## config.mk

```make
export PLATFORM = sky130hd
export DESIGN_NAME = bin2seg_seq
export DESIGN_NICKNAME = d
export VERILOG_FILES = /design/src/rtl/seg7_pkg.sv /design/src/rtl/seg7_lut.sv /design/src/rtl/bin2seg_seq.sv
export SDC_FILE = /design/constraint.sdc
export NUM_CORES = 1
export LEC_CHECK = 0
export CAP_MARGIN = 20
export CORE_MARGIN = 8
export CORE_UTILIZATION = 40
export CTS_CLUSTER_DIAMETER = 100
export DETAILED_ROUTE_END_ITERATION = 8
export GPL_TIMING_DRIVEN = 0
export HOLD_SLACK_MARGIN = 0.03
export PLACE_DENSITY = 0.6
export REMOVE_ABC_BUFFERS = 1
export SETUP_SLACK_MARGIN = 0.2
export SYNTH_ARGS = -nofsm -noshare
export SYNTH_HDL_FRONTEND = slang
export SYNTH_SLANG_ARGS = --single-unit
```

## constraint.sdc

```tcl
create_clock -name clk -period 4.64 [get_ports clk]
set_clock_uncertainty 0.2 [all_clocks]
set_input_delay 0.464 -clock clk [delete_from_list [all_inputs] [get_ports clk]]
set_output_delay 0.464 -clock clk [all_outputs]
set_load 0.03 [all_outputs]
```

## src/rtl/seg7_pkg.sv

```systemverilog
// -----------------------------------------------------------------------------
// seg7_pkg
// Shared definitions for the 7-segment display decoders.
//   SEG_W       : width of one segment word {disable, dp, g..a}
//   SEG_0..9    : common-cathode glyphs for the decimal digits
//   SEG_DASH    : middle bar only, used for overflow and non-decimal nibbles
//   SEG_BLANK   : digit-disable bit set, all segments off
//   state_t     : conversion FSM states
//   add3        : double-dabble nibble correction
// -----------------------------------------------------------------------------
package seg7_pkg;

    localparam int SEG_W = 9;

    localparam logic [SEG_W-1:0] SEG_0     = 9'h03f;
    localparam logic [SEG_W-1:0] SEG_1     = 9'h006;
    localparam logic [SEG_W-1:0] SEG_2     = 9'h05b;
    localparam logic [SEG_W-1:0] SEG_3     = 9'h04f;
    localparam logic [SEG_W-1:0] SEG_4     = 9'h066;
    localparam logic [SEG_W-1:0] SEG_5     = 9'h06d;
    localparam logic [SEG_W-1:0] SEG_6     = 9'h07d;
    localparam logic [SEG_W-1:0] SEG_7     = 9'h007;
    localparam logic [SEG_W-1:0] SEG_8     = 9'h07f;
    localparam logic [SEG_W-1:0] SEG_9     = 9'h06f;
    localparam logic [SEG_W-1:0] SEG_DASH  = 9'h040;
    localparam logic [SEG_W-1:0] SEG_BLANK = 9'h100;

    typedef enum logic [1:0] {
        S_IDLE  = 2'd0,
        S_SHIFT = 2'd1,
        S_OUT   = 2'd2
    } state_t;

    // A nibble of 5 or more becomes >= 8 after +3, so the following left
    // shift carries it into the next decimal digit.
    function automatic logic [3:0] add3(input logic [3:0] nib);
        return (nib >= 4'd5) ? nib + 4'd3 : nib;
    endfunction

endpackage

```

## src/rtl/seg7_lut.sv

```systemverilog
// -----------------------------------------------------------------------------
// seg7_lut
// Combinational BCD digit to segment word decoder.
//   bcd  in  4      BCD digit; values above 9 decode to a dash
//   seg  out SEG_W  segment word {disable, dp, g..a}
// -----------------------------------------------------------------------------
module seg7_lut
    import seg7_pkg::*;
(
    input  logic [3:0]       bcd,
    output logic [SEG_W-1:0] seg
);

    always_comb begin
        seg = SEG_DASH;
        case (bcd)
            4'd0:    seg = SEG_0;
            4'd1:    seg = SEG_1;
            4'd2:    seg = SEG_2;
            4'd3:    seg = SEG_3;
            4'd4:    seg = SEG_4;
            4'd5:    seg = SEG_5;
            4'd6:    seg = SEG_6;
            4'd7:    seg = SEG_7;
            4'd8:    seg = SEG_8;
            4'd9:    seg = SEG_9;
            default: seg = SEG_DASH;
        endcase
    end

endmodule

```

## src/rtl/bin2seg_seq.sv

```systemverilog
// -----------------------------------------------------------------------------
// bin2seg_seq
// Sequential binary to multi-digit 7-segment converter. Uses double-dabble,
// one input bit per clock, with a start/busy/done handshake, optional
// leading-zero blanking and overflow indication (all digits dashed).
//   clk       in   1          system clock
//   rst       in   1          synchronous active-high reset
//   start     in   1          begin a conversion; honoured only when idle
//   value     in   IN_W       unsigned operand, sampled with accepted start
//   blank_lz  in   1          blank leading zero digits, sampled with start
//   busy      out  1          conversion in progress (shift phase)
//   done      out  1          one-cycle pulse, seg_o/overflow valid
//   overflow  out  1          last conversion had value >= 10**DIGITS
//   seg_o     out  9*DIGITS   segment words, seg_o[8:0] = least significant
// -----------------------------------------------------------------------------
module bin2seg_seq
    import seg7_pkg::*;
#(
    parameter int IN_W   = 8,
    parameter int DIGITS = 3
) (
    input  logic                    clk,
    input  logic                    rst,
    input  logic                    start,
    input  logic [IN_W-1:0]         value,
    input  logic                    blank_lz,
    output logic                    busy,
    output logic                    done,
    output logic                    overflow,
    output logic [SEG_W*DIGITS-1:0] seg_o
);

    localparam int          BCD_W = 4 * DIGITS;
    localparam int          CNT_W = (IN_W > 1) ? $clog2(IN_W) : 1;
    localparam logic [31:0] LIMIT = 32'(10 ** DIGITS);

    state_t state, state_nxt;

    logic [IN_W-1:0]         shreg;
    logic [BCD_W-1:0]        bcd;
    logic [BCD_W-1:0]        bcd_adj;
    logic [BCD_W-1:0]        bcd_nxt;
    logic [CNT_W-1:0]        cnt;
    logic                    blz;
    logic                    ovf;
    logic                    accept;
    logic                    last_shift;
    logic [DIGITS-1:0]       lead_zero;
    logic [SEG_W-1:0]        glyph [DIGITS];
    logic [SEG_W*DIGITS-1:0] seg_nxt;

    assign accept     = (state == S_IDLE) && start;
    assign last_shift = (state == S_SHIFT) && (cnt == '0);

    // ---- FSM: state register ----
    always_ff @(posedge clk) begin
        if (rst) begin
            state <= S_IDLE;
        end else begin
            state <= state_nxt;
        end
    end

    // ---- FSM: next state ----
    always_comb begin
        state_nxt = state;
        case (state)
            S_IDLE:  if (start)      state_nxt = S_SHIFT;
            S_SHIFT: if (cnt == '0)  state_nxt = S_OUT;
            S_OUT:                   state_nxt = S_IDLE;
            default:                 state_nxt = S_IDLE;
        endcase
    end

    // ---- FSM: outputs ----
    always_comb begin
        busy = (state == S_SHIFT);
        done = (state == S_OUT);
    end

    // ---- Double-dabble step: add-3 correction then shift in next bit ----
    always_comb begin
        bcd_adj = '0;
        for (int i = 0; i < DIGITS; i++) begin
            bcd_adj[4*i +: 4] = add3(bcd[4*i +: 4]);
        end
        bcd_nxt = {bcd_adj[BCD_W-2:0], shreg[IN_W-1]};
    end

    always_ff @(posedge clk) begin
        if (accept) begin
            shreg <= value;
            bcd   <= '0;
            blz   <= blank_lz;
            ovf   <= (32'(value) >= LIMIT);
            cnt   <= CNT_W'(IN_W - 1);
        end else if (state == S_SHIFT) begin
            shreg <= shreg << 1;
            bcd   <= bcd_nxt;
            cnt   <= cnt - 1'b1;
            // A carry out of the top digit can only happen when the value
            // does not fit; folding it in keeps both overflow sources aligned.
            ovf   <= ovf | bcd_adj[BCD_W-1];
        end
    end

    // ---- Glyph decode and blanking of the final BCD value ----
    for (genvar g = 0; g < DIGITS; g++) begin : g_lut
        seg7_lut u_lut (
            .bcd (bcd_nxt[4*g +: 4]),
            .seg (glyph[g])
        );
    end

    // lead_zero[i] = digit i and every digit above it are zero.
    always_comb begin
        lead_zero = '0;
        lead_zero[DIGITS-1] = (bcd_nxt[4*(DIGITS-1) +: 4] == 4'd0);
        for (int i = DIGITS - 2; i >= 0; i--) begin
            lead_zero[i] = lead_zero[i+1] && (bcd_nxt[4*i +: 4] == 4'd0);
        end
    end

    always_comb begin
        seg_nxt = '0;
        for (int i = 0; i < DIGITS; i++) begin
            if (ovf) begin
                seg_nxt[SEG_W*i +: SEG_W] = SEG_DASH;
            end else if (blz && (i != 0) && lead_zero[i]) begin
                seg_nxt[SEG_W*i +: SEG_W] = SEG_BLANK;
            end else begin
                seg_nxt[SEG_W*i +: SEG_W] = glyph[i];
            end
        end
    end

    // ---- Result registers ----
    // Loaded on the edge that ends the last shift, decoding the post-shift
    // BCD value, so the result is already stable in the cycle done is high.
    always_ff @(posedge clk) begin
        if (rst) begin
            seg_o    <= {DIGITS{SEG_BLANK}};
            overflow <= 1'b0;
        end else if (last_shift) begin
            seg_o    <= seg_nxt;
            overflow <= ovf | bcd_adj[BCD_W-1];
        end
    end

endmodule
```

==> impl_metrics.env <==
export IMPL_yosys_area_top_type="dfxtp_1"
export IMPL_finalSetupViolCount=0
export IMPL_fin_area_mm2=0.00325
export IMPL_cts_clk_slew_worst_paths_ns=0.10
export IMPL_grt_pass1_vias=2237
export IMPL_fillers=665
export IMPL_path_delay_family="buffers and inverters"
export IMPL_postCtsHoldBufs=0
export IMPL_synth_area_leaders="dfxtp_1 31%, ha_1 10%, edfxtp_1 9.9%"
export IMPL_place_area_mm2=0.00316
export IMPL_yosysUniqueCellTypes=53
export IMPL_power_mw=1.04
export IMPL_cts_buffers_inserted=5
export IMPL_critPathMaxStageDelay_ns=0.77
export IMPL_rsz0062_at_grt="no"
export IMPL_nets=387
export IMPL_synth_top_flop_cell="dfxtp_1"
export IMPL_path_class="reg -> out"
export IMPL_synth_area_mm2=0.00274
export IMPL_synth_avg_cell_area_um2=8.57
export IMPL_drt_wl_total_um=6190
export IMPL_cp_cell_sequence="nand2b_1, inv_1, clkdlybuf4s50_1"
export IMPL_initial_utilization_pct=40.8
export IMPL_worst_path_buf_inv=2
export IMPL_post_cts_buffers=0
export IMPL_min_path_type="reg -> reg"
export IMPL_clkLatencyLatePin_ns=0.32
export IMPL_dr_pass1_iters=4
export IMPL_drcViolationCount=0
export IMPL_synth_most_common_cell="nand2_1"
export IMPL_slowest_stage="nand2b_1"
export IMPL_hpwl_um=4420
export IMPL_p_leak_nw=1.36
export IMPL_layout_drive_gt1_share_pct=5.95
export IMPL_critPathLaunch="state[1]$_SDFFE_PP0P_"
export IMPL_overflow=0
export IMPL_synth_seq_cells=52
export IMPL_final_util_pct=48.4
export IMPL_grt_pass1_wl_um=10500
export IMPL_htree_levels=2
export IMPL_drv_slew=0
export IMPL_r2r_start="state[1]$_SDFFE_PP0P_"
export IMPL_core_rowCount=30
export IMPL_synthTopCellsByCount="54 x nand2_1, 43 x dfxtp_1, 33 x o21ai_0"
export IMPL_dp_cells=425
export IMPL_synth_edf_count=9
export IMPL_regArea_mm2=0.00113
export IMPL_slew_headroom_pct=34.4
export IMPL_grt_usage_pct=13.1
export IMPL_finalSetupTns_ns=0
export IMPL_multiInputGateArea_mm2=0.00146
export IMPL_peakVddDrop_mv=0.141
export IMPL_power_density_mw_per_mm2=320
export IMPL_gp_congestion=0.799
export IMPL_via_per_inst=5.16
export IMPL_fmax_mhz=331
export IMPL_die_w_um=98.8
export IMPL_cts_sinks=52
export IMPL_synth_warning_count=0
export IMPL_status="completed"
export IMPL_first_iter_violations=54
export IMPL_worst_slack_ns=1.62
export IMPL_cts_tree="done"
export IMPL_seq_area_frac_synth_pct=41.2
export IMPL_hp_start="seg_o[18]$_SDFFE_PP0P_"
export IMPL_dieHeight_um=98.8
export IMPL_ioPinCount=42
export IMPL_wl_per_cell_um=14.3
export IMPL_hold_viol=0
export IMPL_timing_hold_ws_ns=0.251
export IMPL_cts_buffer_depth=2
export IMPL_final_cell_count_no_fill=433
export IMPL_synth_top_cell_area_share_pct=31.4
export IMPL_critPathLaunchType="flop"
export IMPL_grt_max_degree=33
export IMPL_synthArstFlopShare_pct=0
export IMPL_cp_required_ns=3.98
export IMPL_tightest_slew_ns=0.984
export IMPL_synthCells=320
export IMPL_core_area_mm2=0.00672
export IMPL_crit_arrival_ns=2.36
export IMPL_antenna_left=0
export IMPL_syn_to_final_growth_pct=18.6
export IMPL_crit_path_max_fanout=32
export IMPL_root_buffer="clkbuf_8"
export IMPL_cap_violations=0
export IMPL_numPortBuffers=38
export IMPL_period_minus_slack_ns=3.02
export IMPL_die_area_mm2=0.00976
export IMPL_period_share_pct=65.2
export IMPL_ctsResizeCount=0
export IMPL_antenna_found_initial=0
export IMPL_vias=2236
export IMPL_cp_end_kind="output port"
export IMPL_antennaDiodeCount=0
export IMPL_dp_slack_ns=1.71
==> state kept, by name (all words and copies together), names as in the netlist <==
register	flops
ovf	1
seg_o	24
bcd	12
state	2
overflow	1
cnt	3
blz	1
shreg	8
==> final cells by class <==
type	count	share of cell area (%)
Clock buffer	5	2.12
Inverter	23	2.65
Multi-Input combinational cell	232	45.0
Clock inverter	3	0.731
Tap cell	80	3.08
Sequential cell	52	34.8
Timing Repair Buffer	38	11.7
==> placed cells by master (no fill, tap or decap), types with 4 or more instances in the layout <==
master / synthesis / routed
a21oi_1: 26 / 26
clkbuf_8: 0 / 5
clkdlybuf4s50_1: 0 / 38
dfxtp_1: 43 / 43
edfxtp_1: 9 / 9
ha_1: 23 / 23
inv_1: 22 / 22
mux2i_1: 4 / 4
nand2_1: 54 / 54
nand2b_1: 5 / 5
nand3_1: 14 / 14
nor2_1: 13 / 13
nor3b_1: 5 / 5
o21ai_0: 33 / 33
==> final timing paths <==
kind	depth (start not counted)	slack, ns	endpoint
worst max-delay path	3	1.62	busy
worst min-delay path	2	0.25	seg_o[18]$_SDFFE_PP0P_
worst max register to register	6	1.68	seg_o[1]$_SDFFE_PP0P_
worst min register to register	2	0.25	seg_o[18]$_SDFFE_PP0P_
==> tightest hold or removal path: stages, from the launching register on <==
cell and delay [ns]:
dfxtp_1 0.32, nand2_1 0.05, a21oi_1 0.05
==> logic make-up after synthesis <==
kind of cell	synth area share [%]
compound gates	20.9
xor+xnor	0.958
fa+ha+maj	10.5
buf+inv	5.70
flops	41.2
mux	1.87
other cells	0.137
simple gates	18.7
==> layer usage <==
metal  vias up  wire (um)  global-route usage (%)  part of all wire (%)
met3        11        302                    2.89                   4.9
met4         0        114                    5.55                   1.8
met5         -          0                       0                     0
met2        35       2790                    21.5                    45
met1      1016       2990                    16.1                    48
li1       1174          -                       -                     -
==> where the power goes <==
part | internal [mW] | total [mW] | switching, mW
Sequential | 0.490 | 0.510 | 0.0205
Clock | 0.107 | 0.270 | 0.162
Combinational | 0.0956 | 0.262 | 0.167
Total | 0.693 | 1.04 | 0.350
No activity file was read; power rests on OpenSTA's default activity.
